**src/rtl/tdc_pkg.sv**
```systemverilog
`default_nettype none
// ============================================================================
// Module   : tdc_pkg
// Purpose  : Shared definitions for the TDC register sequencer: command-byte
//            field positions, byte-count constants, FSM state encoding and
//            small helpers for building the outgoing SPI bytes.
// Revision : 1.0 - initial release
// ============================================================================
package tdc_pkg;

    // Command byte layout: {AUTO_INC, RW, ADDR[5:0]}
    localparam int CMD_AUTO_INC_BIT = 7;
    localparam int CMD_RW_BIT       = 6;
    localparam int CMD_ADDR_W       = 6;

    // Bytes per burst, command byte included
    localparam logic [2:0] BYTES_NARROW = 3'd2;
    localparam logic [2:0] BYTES_WIDE   = 3'd4;

    typedef enum logic [2:0] {
        ST_IDLE  = 3'd0,
        ST_ISSUE = 3'd1,
        ST_WAIT  = 3'd2,
        ST_DONE  = 3'd3,
        ST_ERR   = 3'd4
    } seq_state_t;

    // Command byte; auto-increment is never used by this sequencer
    function automatic logic [7:0] make_cmd(input logic write, input logic [CMD_ADDR_W-1:0] addr);
        logic [7:0] cmd;
        cmd                    = '0;
        cmd[CMD_AUTO_INC_BIT]  = 1'b0;
        cmd[CMD_RW_BIT]        = write;
        cmd[CMD_ADDR_W-1:0]    = addr;
        return cmd;
    endfunction

    // Write data byte to send when 'remaining' bytes are still outstanding
    // (last byte of the burst is wdata[7:0], so the data goes out MSB first)
    function automatic logic [7:0] data_byte(input logic [23:0] wdata, input logic [2:0] remaining);
        logic [7:0] b;
        case (remaining)
            3'd3:    b = wdata[23:16];
            3'd2:    b = wdata[15:8];
            default: b = wdata[7:0];
        endcase
        return b;
    endfunction

endpackage
`default_nettype wire

```
**src/rtl/tdc_reg_sequencer.sv**
```systemverilog
`default_nettype none
// ============================================================================
// Module   : tdc_reg_sequencer
// Purpose  : Turns a single TDC register read/write request into a CS-framed
//            SPI burst (command byte + 1 or 3 data bytes) on the byte engine,
//            and assembles the received bytes into a response word. A per-byte
//            watchdog aborts the transaction if the engine never completes.
// Revision : 1.0 - initial release
// ============================================================================
module tdc_reg_sequencer
    import tdc_pkg::*;
#(
    parameter int TIMEOUT_CYCLES = 1024,
    parameter int TO_W           = 10
) (
    input  logic        clk,
    input  logic        rst,
    // request side
    input  logic        req_valid,
    output logic        req_ready,
    input  logic        req_write,
    input  logic [5:0]  req_addr,
    input  logic        req_wide,
    input  logic [23:0] req_wdata,
    // response side
    output logic        rsp_valid,
    output logic [23:0] rsp_rdata,
    output logic        rsp_err,
    output logic        busy,
    // byte engine side
    output logic        spi_start,
    output logic [7:0]  spi_tx,
    output logic        spi_cs_end,
    input  logic [7:0]  spi_rx,
    input  logic        spi_busy,
    input  logic        spi_new_data
);

    localparam logic [TO_W-1:0] c_wd_max = TO_W'(TIMEOUT_CYCLES - 1);

    seq_state_t        r_state;
    logic [2:0]        r_remaining;
    logic              r_write;
    logic              r_wide;
    logic [23:0]       r_wdata;
    logic [23:0]       r_rdata;
    logic              r_cmd_phase;
    logic [TO_W-1:0]   r_wd;

    logic [2:0]        w_rem_next;
    logic [23:0]       w_rdata_next;

    assign req_ready = (r_state == ST_IDLE) & ~rst;
    assign busy      = (r_state != ST_IDLE);

    // Byte-complete bookkeeping: remaining count and shifted read data
    always_comb begin
        w_rem_next   = r_remaining - 3'd1;
        w_rdata_next = r_rdata;
        if (!r_write && !r_cmd_phase) begin
            w_rdata_next = {r_rdata[15:0], spi_rx};
        end
    end

    // Sequencer FSM with registered engine and response outputs
    always_ff @(posedge clk) begin
        if (rst) begin
            r_state     <= ST_IDLE;
            spi_start   <= 1'b0;
            spi_tx      <= '0;
            spi_cs_end  <= 1'b1;
            rsp_valid   <= 1'b0;
            rsp_err     <= 1'b0;
            rsp_rdata   <= '0;
            r_wd        <= '0;
            r_remaining <= '0;
            r_write     <= 1'b0;
            r_wide      <= 1'b0;
            r_wdata     <= '0;
            r_rdata     <= '0;
            r_cmd_phase <= 1'b0;
        end else begin
            spi_start <= 1'b0;
            rsp_valid <= 1'b0;
            case (r_state)
                ST_IDLE: begin
                    if (req_valid) begin
                        r_write     <= req_write;
                        r_wide      <= req_wide;
                        r_wdata     <= req_wdata;
                        r_rdata     <= '0;
                        r_cmd_phase <= 1'b1;
                        r_remaining <= req_wide ? BYTES_WIDE : BYTES_NARROW;
                        spi_tx      <= make_cmd(req_write, req_addr);
                        // command byte is never the last byte of a burst
                        spi_cs_end  <= 1'b0;
                        r_state     <= ST_ISSUE;
                    end
                end
                ST_ISSUE: begin
                    if (!spi_busy) begin
                        spi_start <= 1'b1;
                        r_wd      <= '0;
                        r_state   <= ST_WAIT;
                    end
                end
                ST_WAIT: begin
                    // spi_tx / spi_cs_end are held here: the engine samples them late
                    if (spi_new_data) begin
                        r_rdata     <= w_rdata_next;
                        r_cmd_phase <= 1'b0;
                        r_remaining <= w_rem_next;
                        if (w_rem_next == 3'd0) begin
                            rsp_valid <= 1'b1;
                            rsp_err   <= 1'b0;
                            if (r_write) begin
                                rsp_rdata <= '0;
                            end else if (r_wide) begin
                                rsp_rdata <= w_rdata_next;
                            end else begin
                                rsp_rdata <= {16'h0000, w_rdata_next[7:0]};
                            end
                            r_state <= ST_DONE;
                        end else begin
                            spi_tx     <= r_write ? data_byte(r_wdata, w_rem_next) : 8'h00;
                            spi_cs_end <= (w_rem_next == 3'd1);
                            r_state    <= ST_ISSUE;
                        end
                    end else if (r_wd == c_wd_max) begin
                        // CS stays asserted; upstream resets to recover
                        rsp_valid <= 1'b1;
                        rsp_err   <= 1'b1;
                        rsp_rdata <= '0;
                        r_state   <= ST_ERR;
                    end else begin
                        r_wd <= r_wd + TO_W'(1);
                    end
                end
                ST_DONE, ST_ERR: begin
                    r_state <= ST_IDLE;
                end
                default: begin
                    r_state <= ST_IDLE;
                end
            endcase
        end
    end

endmodule
`default_nettype wire

```
**config.mk**
```make
export PLATFORM = sky130hd
export DESIGN_NAME = tdc_reg_sequencer
export DESIGN_NICKNAME = d
export VERILOG_FILES = /design/src/rtl/tdc_pkg.sv /design/src/rtl/tdc_reg_sequencer.sv
export SDC_FILE = /design/constraint.sdc
export NUM_CORES = 1
export LEC_CHECK = 0
export ABC_CLOCK_PERIOD_IN_PS = 2400
export CORE_MARGIN = 4
export CORE_UTILIZATION = 53
export DETAILED_ROUTE_END_ITERATION = 6
export HOLD_SLACK_MARGIN = 0.12
export PLACE_DENSITY = 0.78
export SETUP_SLACK_MARGIN = 0.02
export SLEW_MARGIN = 10
export SYNTH_ARGS = -nofsm -noshare
export SYNTH_HDL_FRONTEND = slang
export SYNTH_SLANG_ARGS = --single-unit
```
**constraint.sdc**
```tcl
create_clock -name clk -period 2.4 [get_ports clk]
set_input_delay 0.48 -clock clk [delete_from_list [all_inputs] [get_ports clk]]
set_output_delay 0.48 -clock clk [all_outputs]
set_load 0.03 [all_outputs]
```
# Yosys cells after proc, flatten, opt, wreduce, memory -nomap -nowiden
# Index checks and enable logic that the tools add are counted.
[totals] regBits=103 inputBits=45 out_inout_bits=38 word_cells=94
[classes] add_sub_neg=2 eq_ne=14 n_mux=43 bitwise_logic=4 n_reduce_logical=17
[ops] operator="24-bit 2-to-1 mux" n=8
[ops] operator="24-bit one-hot mux with 2 select lines" n=1
[ops] operator="8-bit 2-to-1 mux" n=4
[ops] operator="8-bit one-hot mux with 2 select lines" n=2
[ops] operator="10-bit 2-to-1 mux" n=3
[ops] operator="3-bit 2-to-1 mux" n=7
[ops] operator="10-bit one-hot mux with 2 select lines" n=1
[ops] operator="1-bit 2-to-1 mux" n=12
[ops] operator="2-bit != test (second input constant)" n=6
[ops] operator="10-bit by 1-bit adder with 10-bit output (second input constant)" n=1
[ops] operator="10-bit equality test (second input constant)" n=1
[ops] operator="3-bit by 2-bit equality test with 1-bit output (second input constant)" n=3
[ops] operator="3-bit one-hot mux with 3 select lines" n=1
[ops] operator="3-bit AND reduction" n=3
[ops] operator="4-bit AND reduction" n=2
[ops] operator="3-bit by 1-bit equality test with 1-bit output (second input constant)" n=2
[ops] operator="3-bit logical NOT" n=2
[ops] operator="3-bit one-hot mux with 2 select lines" n=1
[ops] operator="2-bit nonzero test" n=3
[ops] operator="1-bit one-hot mux with 2 select lines" n=2
[ops] operator="2-bit OR reduction" n=2
[ops] operator="3-bit != test (second input constant)" n=1
[ops] operator="1-bit inverter" n=3
[ops] operator="3-bit nonzero test" n=1
[ops] operator="7 further kinds" n=8

# Logic depth before layout (Yosys ltp)
# Gate-level depths: netlist of the first run.
[depth] ltp_word=7 ltp_mapped=8 ltp_nobuf=6

# Worst setup path after synthesis of the first run
# OpenSTA, ideal clock, no wires.
[synth_path] kind="register to register" from="reg r_remaining[0]" to="reg rsp_rdata[4]" arrival_ps=1911 required_ps=2284 setup_slack_ps=374 path_stages_with_launch=9 path_buffers=2 synth_period_minus_slack_ps=2026 path_cell_list="dfxtp_1 > inv_1 > ha_1 > xnor2_1 > nand3_4 > and2_4 > buf_6 > buf_6 > a31o_1"
[synth_via] elab_chain_len=4
[synth_rtl] element="start: declaration" line_no="tdc_reg_sequencer.sv:42" source="logic [2:0] r_remaining;"
[synth_rtl] element="start signal: assignment" line_no="tdc_reg_sequencer.sv:93" source="r_remaining <= req_wide ? BYTES_WIDE : BYTES_NARROW;"
[synth_rtl] element="start signal: assignment" line_no="tdc_reg_sequencer.sv:112" source="r_remaining <= w_rem_next;"
[synth_rtl] element="3-bit by 1-bit subtractor with 3-bit output" line_no="tdc_reg_sequencer.sv:58" source="w_rem_next = r_remaining - 3'd1;"
[synth_rtl] element="3-bit logical NOT" line_no="tdc_reg_sequencer.sv:113" source="if (w_rem_next == 3'd0) begin"
[synth_rtl] element="2-bit by 1-bit != test with 1-bit output (no source line)"
[synth_rtl] element="3-bit AND reduction (no source line)"
[synth_rtl] element="end signal: assignment" line_no="tdc_reg_sequencer.sv:119" source="rsp_rdata <= w_rdata_next;"
[synth_rtl] element="end signal: assignment" line_no="tdc_reg_sequencer.sv:121" source="rsp_rdata <= {16'h0000, w_rdata_next[7:0]};"
[synth_rtl] element="end: declaration" line_no="tdc_reg_sequencer.sv:27" source="output logic [23:0] rsp_rdata,"
# No other way between the ends.
# A chain may end at the register's enable or synchronous reset.

# Final worst setup path of the first run
[layout_path] from="reg r_state[2]" to="out req_ready"
[layout_via] elab_chain_len=2
[layout_rtl] element="start: declaration" line_no="tdc_reg_sequencer.sv:41" source="seq_state_t r_state;"
[layout_rtl] element="start signal: assignment" line_no="tdc_reg_sequencer.sv:68" source="r_state <= ST_IDLE;"
[layout_rtl] element="start signal: assignment" line_no="tdc_reg_sequencer.sv:97" source="r_state <= ST_ISSUE;"
[layout_rtl] element="start signal: assignment" line_no="tdc_reg_sequencer.sv:104" source="r_state <= ST_WAIT;"
[layout_rtl] element="3-bit logical NOT" line_no="tdc_reg_sequencer.sv:53" source="assign req_ready = (r_state == ST_IDLE) & ~rst;"
[layout_rtl] element="1-bit bitwise AND" line_no="tdc_reg_sequencer.sv:53"
[layout_rtl] element="end: declaration" line_no="tdc_reg_sequencer.sv:20" source="output logic req_ready,"
# No other way between the ends.

==> run metrics, run 1 <==
Clock transition at path regs roughly 110 ps; number of maximum-capacitance constraint violations 0; post-synthesis cell area 4737 um2; number of DRC markers after the initial detailed-route iteration 269; data arrival time at the worst-slack endpoint 1780 ps; Initial Utilization 0.5432; floorplan core area 8721 um2; Buffers on Ports 82; prevailing post-synth register cell dfxtp_1; total routing usage reported by global routing 0.2345; average wire per standard cell 17.40 um; clock sink count 103; Cell variety after synth 58; critical register-to-register path endpoint spi_tx[4]$_SDFFE_PP0P_; relative slew slack 0.5112; number of hold buffers added after CTS 0; net count reported at finish approximately 630; crit path capture req_ready; vias in the first global route 3883; top achievable clock speed 443.1 MHz; Bufs on Longest Clock Path 2; minimum clock period 2257 ps; via count between 4000 and 5000; global-route wire length before repair 19.56 mm; remaining antenna violation count 0; startpoint class of the critical path flip-flop; Worst setup EP type output port; number of nets in the synthesized netlist 560; Die Outline Area 10510 um2; cts repair resizes 1; DR vias/cell 5.955; # H-tree levels 3; final-report hold violation count 0; CTS Buf Count 9; total wirelength of the detailed-routed design 12.08 mm; Clk Latency, worst-skew pair around 370 ps; Post-synth ARST share 0; Syn. warnings 0; 1st-pass router iterations 7; total count of max-transition violations in the final report 0; leakage power figure 0.002168 uW; width of the chip 102.5 um; post-synthesis sequential element count about 100; Worst R2R Start r_remaining[0]$_SDFFE_PP0P_; maximum cell stage delay along the critical path 440 ps; root cell of the clock tree clkbuf_8; estimated wirelength of the detail-placed design around 8 mm; summed negative setup slack over all endpoints 0 ps; final global-route overflow total 0; signed area change from the synthesized netlist to the final layout 23.69%; worst reg-to-reg setup slack around 190 ps; worst clock skew 13.81 ps; number of cell rows 34; Total Power Consumption 3385 uW; Tightest Hold Check Type reg2reg; post-CTS setup repair buffer count 0; worst reg-to-reg path cell count 7; final cycle utilization of the critical path 0.9403; Post-Syn Area per Cell about 9.3 um2; drt drc 0; run status completed; weighted congestion reported at the end of routability-driven placement 0.8655; Antenna diodes 0; cell area power density 577.6 nW/um2; crit-path cells nor3_1 > inv_1 > nor2_1 > dlygate4sd2_1; initial antenna violation count 0; Finish-stage setup viols 0; post-synthesis instance total 509; die height 102.5 um; sequential fraction of the synthesis area 0.4353; proportion of layout cells with a drive suffix above 1 0.1177; slowest CP cell dlygate4sd2_1; start-to-end type of the worst setup path reg2out; peak supply drop 0.0003467 V; number of fillers in the final layout 705; critical path peak fanout 3; launch point of the critical path r_state[2]$_SDFFE_PP0P_; pin count of the biggest net entering global routing 60; TritonCTS clock tree built; measured slew at the worst slew-check pin 733.2 ps; Post-synth EDFFs 0; required time of the critical path roughly 1900 ps; I/O pin cnt 83; RSZ-0062 raised after global routing no
-- power breakdown --
part / internal, uW / switching [uW] / leakage (uW)
logic: 238 / 298 / 0.00124
clock network: 407 / 654 / 0.0000955
registers: 1760 / 29.2 / 0.000836
-- Yosys cell counts, drive strengths merged (2+ instances only) --
library cell  count  area (um2)
dfxtp           103        2062
nand2            69       259.0
a21oi            37       196.4
nor2             36       135.1
mux2i            31       310.3
a2bb2oi          24       210.2
clkbuf           24       90.09
nand4            23       165.2
buf              19       136.4
o31ai            17       207.7
a211oi           11       82.58
and2             10       65.06
nand3            10       62.56
and3              9       56.30
a221oi            8       70.07
a31o              8       70.07
o21ai             8       40.03
inv               7       26.27
nor3              7       46.30
ha                6       75.07
o22ai             6       37.54
a31oi             4       25.02
a32o              3       30.03
o211ai            3       22.52
a21o              2       15.01
a311oi            2       35.04
and4              2       20.02
nand2b            2       12.51
nand3b            2       15.01
nor3b             2       20.02
o21a              2       15.01
or3b              2       17.52
-- placed cells by master, fill, tap and decap left out, types with 2 or more instances in the layout --
cell,n
dfxtp_1,103
clkdlybuf4s50_1,80
nand2_1,69
a21oi_1,36
nor2_1,35
mux2i_1,31
a2bb2oi_1,24
nand4_1,21
buf_4,19
o31ai_2,16
a211oi_1,11
and3_1,9
nand3_1,9
clkbuf_8,9
a31o_1,8
a221oi_1,8
nor3_1,6
inv_1,6
o22ai_1,6
ha_1,6
o21ai_1,5
and2_0,5
and2_1,4
a31oi_1,4
o211ai_1,3
o21ai_0,3
a32o_1,3
inv_6,3
buf_12,3
or3b_1,2
a21o_1,2
nand2b_1,2
o21a_1,2
nand3b_1,2
-- routing by layer --
layer  up-vias  global-route usage  part of all wire
met5         -                   0                 0
met4         0             0.05550            0.0099
met3        11             0.04465             0.051
met2       124              0.3788              0.48
met1      1987              0.3261              0.46
li1       2011                   -                 -
-- state kept, by name (all words and copies together), names as in the netlist, 3 cells and up --
register and flops:
r_wd 10, r_remaining 3, spi_tx 8, r_state 3
r_wdata 24, rsp_rdata 24, r_rdata 24
-- worst max-delay path, delay by kind of cell, from the launching register on --
family,cells,cell delay [ps]
buffers and inverters,2,560
AND/OR/NAND/NOR,2,520
flip-flops,1,330
-- area by class of cell --
| type | instances | area [um2] | area share |
|---|---|---|---|
| multi-input combinational | 356 | 2425 | 0.4138 |
| sequential | 103 | 2062 | 0.3519 |
| tap | 108 | 135.1 | 0.02306 |
| clock inverter | 7 | 70.07 | 0.01196 |
| inverter | 7 | 26.28 | 0.004484 |
| timing repair buffer | 104 | 1017 | 0.1736 |
| clock buffer | 9 | 123.9 | 0.02114 |
-- metrics by stage --
step / area, um2 / instances / utilization / setup slack, ps / hold slack (ps)
after floorplan: 4737 / 509 / - / 373.8 / 431.9
after global placement: 5667 / 678 / 0.6498 / 88.70 / 440.3
after detailed placement: 5667 / 678 / 0.6498 / 60.06 / 442.5
after CTS: 5859 / 694 / 0.6719 / 148.2 / 458.6
after global routing: 5859 / 694 / 0.6719 / 35.10 / 483.4
final: 5859 / 694 / 0.6719 / 143.2 / 460.2
-- worst min path at each step --
stage / endpoint / from / cells after the start
CTS: r_wdata[23]$_SDFFE_PP0P_ / r_wdata[23]$_SDFFE_PP0P_ / 2
finish: r_wdata[20]$_SDFFE_PP0P_ / r_wdata[20]$_SDFFE_PP0P_ / 2
global route: rsp_err$_SDFFE_PP0P_ / rsp_err$_SDFFE_PP0P_ / 2
detailed placement: r_wdata[23]$_SDFFE_PP0P_ / r_wdata[23]$_SDFFE_PP0P_ / 2
floorplan: r_wdata[16]$_SDFFE_PP0P_ / r_wdata[16]$_SDFFE_PP0P_ / 2
global placement: r_wdata[23]$_SDFFE_PP0P_ / r_wdata[23]$_SDFFE_PP0P_ / 2
-- cells by family (layout without fill, tap and decap cells) --
logic type / count (synthesis) / count (layout) / synth area share
xor gates and xnor gates: 1 / 1 / 0.001849
buffers and inverters: 50 / 127 / 0.05335
muxes: 32 / 32 / 0.06788
and+or+nand+nor: 180 / 180 / 0.1989
AOI/OAI and AO/OA: 137 / 137 / 0.2269
DFF: 103 / 103 / 0.4353
adders and majority gates: 6 / 6 / 0.01585
No activity file was read; power rests on OpenSTA's default activity.
==> run 2, diff against run 1 <==
--- a/config.mk
+++ b/config.mk
@@ -10,6 +10,7 @@
 export CORE_UTILIZATION = 53
 export DETAILED_ROUTE_END_ITERATION = 6
 export HOLD_SLACK_MARGIN = 0.12
+export MAX_ROUTING_LAYER = met4
 export PLACE_DENSITY = 0.78
 export SETUP_SLACK_MARGIN = 0.02
 export SLEW_MARGIN = 10
==> run 2 against run 1 <==
- non-clock buffer count unchanged
- clock power about the same
- count of clock-buffer cells in the layout unchanged
- critical endpoint is now busy
- largest cell class unchanged
==> run metrics, run 2 (synthesis results as in run 1) <==
Worst R2R Start r_remaining[0]$_SDFFE_PP0P_; number of maximum-capacitance constraint violations 0; cell area power density ~570 nW/um2; minimum clock period 2154 ps; Total Power Consumption 3361 uW; number of cell rows 34; peak supply drop around 0.00037 V; TritonCTS clock tree built; Die Outline Area 10510 um2; signed area change from the synthesized netlist to the final layout 23.72%; clock sink count ~100; relative slew slack 0.5195; final cycle utilization of the critical path 0.8975; 1st-pass router iterations 5; worst reg-to-reg path cell count 7; estimated wirelength of the detail-placed design 8.089 mm; Hold Path Cell Cnt 2; I/O pin cnt 83; DR vias/cell 5.903; startpoint class of the critical path flip-flop; worst clock skew 17.24 ps; total routing usage reported by global routing 0.2334; drt drc 0; # H-tree levels 3; Antenna diodes 0; commonest non-fill, non-tap cells in the layout dfxtp_1 (103), clkdlybuf4s50_1 (80), nand2_1 (69); proportion of layout cells with a drive suffix above 1 0.1195; width of the chip 102.5 um; vias in the first global route a little under 4000; number of DRC markers after the initial detailed-route iteration about 220; total non-filler cell area in the finished layout 5861 um2; initial antenna violation count 0; Bufs on Longest Clock Path 2; run status completed; launch point of the worst hold path r_wdata[21]$_SDFFE_PP0P_; RSZ-0062 raised after global routing no; measured slew at the worst slew-check pin 720.7 ps; leakage power figure roughly 0.0022 uW; Finish-stage setup viols 0; Clock transition at path regs 110 ps; Buffers on Ports 82; start-to-end type of the worst setup path reg2out; Tightest Hold Check Type reg2reg; global-route wire length before repair approximately 19 mm; total count of max-transition violations in the final report 0; most frequent standard cell in the layout excluding fill and tap cells dfxtp_1; final global-route overflow total 0; total wirelength of the detailed-routed design 11.77 mm; Initial Utilization 0.5432; hold worst-path end r_wdata[21]$_SDFFE_PP0P_; worst reg-to-reg setup slack 270 ps; weighted congestion reported at the end of routability-driven placement 0.9001; net count reported at finish around 630; final-report hold violation count 0; pin count of the biggest net entering global routing 61; summed negative setup slack over all endpoints 0 ps; remaining antenna violation count 0; data arrival time at the worst-slack endpoint roughly 1700 ps; average wire per standard cell 16.95 um; number of hold buffers added after CTS 0; top achievable clock speed between 400 and 500 MHz; placed cell area 5667 um2; floorplan core area 8721 um2; required time of the critical path about 1900 ps; CTS Buf Count 9; registers with the most flip-flops r_rdata (24), r_wdata (24), rsp_rdata (24); Clk Latency, worst-skew pair between 300 and 400 ps; Worst setup EP type output port; critical register-to-register path endpoint spi_tx[4]$_SDFFE_PP0P_; critical path peak fanout 3; via count 4097; root cell of the clock tree clkbuf_8; die height 102.5 um
==> run 2: cell types whose count changed in the layout (fill, tap and decap cells not counted), sizes merged <==
cell | previous run | this run
inv | 11 | 9
clkinv | 2 | 4
==> run 2: per-stage QoR <==
stage          setup slack, ps  hold WS [ps]  utilization  instances
6_report                 246.1         456.8       0.6720        694
5_1_grt                  93.12         482.1       0.6720        694
4_1_cts                  113.7         460.5       0.6714        694
3_5_place_dp             25.20         444.6       0.6498        678
3_3_place_gp             79.61         441.8       0.6498        678
2_1_floorplan            373.8         431.9            -        509
==> run 2: cell type report <==
class	count	area [um2]
Clock buffer	9	123.9
Clock inverter	7	66.31
Fill cell	709	2860
Inverter	7	26.28
Multi-Input combinational cell	356	2430
Sequential cell	103	2062
Tap cell	108	135.1
Timing Repair Buffer	104	1017
==> run 2: worst max-delay path, stage by stage (launching register included) <==
cell             delay (ps)
dfxtp_1                 330
nor3_2                  250
inv_1                   120
clkdlybuf4s50_1         610
==> run 2: what timing repair did <==
item                                   CTS  global route
setup endpoints to repair                1             1
gates resized for setup                  1             1
buffers inserted                         0             0
endpoints found under the hold margin    0             0
==> run 2: how the worst max path moves through the flow <==
stage,startpoint,to,slack [ps],cells after the start
floorplan,r_remaining[0]$_SDFFE_PP0P_,rsp_rdata[4]$_SDFFE_PP0P_,370,8
global placement,spi_busy,r_wd[6]$_SDFFE_PP0P_,80,5
detailed placement,spi_busy,r_wd[6]$_SDFFE_PP0P_,30,5
CTS,r_state[2]$_SDFFE_PP0P_,busy,110,3
global route,r_remaining[0]$_SDFFE_PP0P_,spi_tx[4]$_SDFFE_PP0P_,90,7
finish,r_state[2]$_SDFFE_PP0P_,busy,250,3
==> run 2: routing by layer <==
layer / GRT usage / vias to the layer above / share of wire
li1: - / 2009 / -
met1: 0.3121 / 1940 / 0.44
met2: 0.3590 / 130 / 0.48
met3: 0.04330 / 18 / 0.060
met4: 0.07467 / 0 / 0.017
met5: - / - / 0
==> run 2: power by group <==
group	total [uW]	internal [uW]	switching (uW)
clock network	1050	399	648
logic	529	238	290
registers	1790	1760	28.4
==> run 3, diff against run 2 <==
--- a/config.mk
+++ b/config.mk
@@ -17,3 +17,4 @@
 export SYNTH_ARGS = -nofsm -noshare
 export SYNTH_HDL_FRONTEND = slang
 export SYNTH_SLANG_ARGS = --single-unit
+export TNS_END_PERCENT = 100
==> results of run 3 <==
The final DEF is identical to that of run 2; final timing and power are the same.
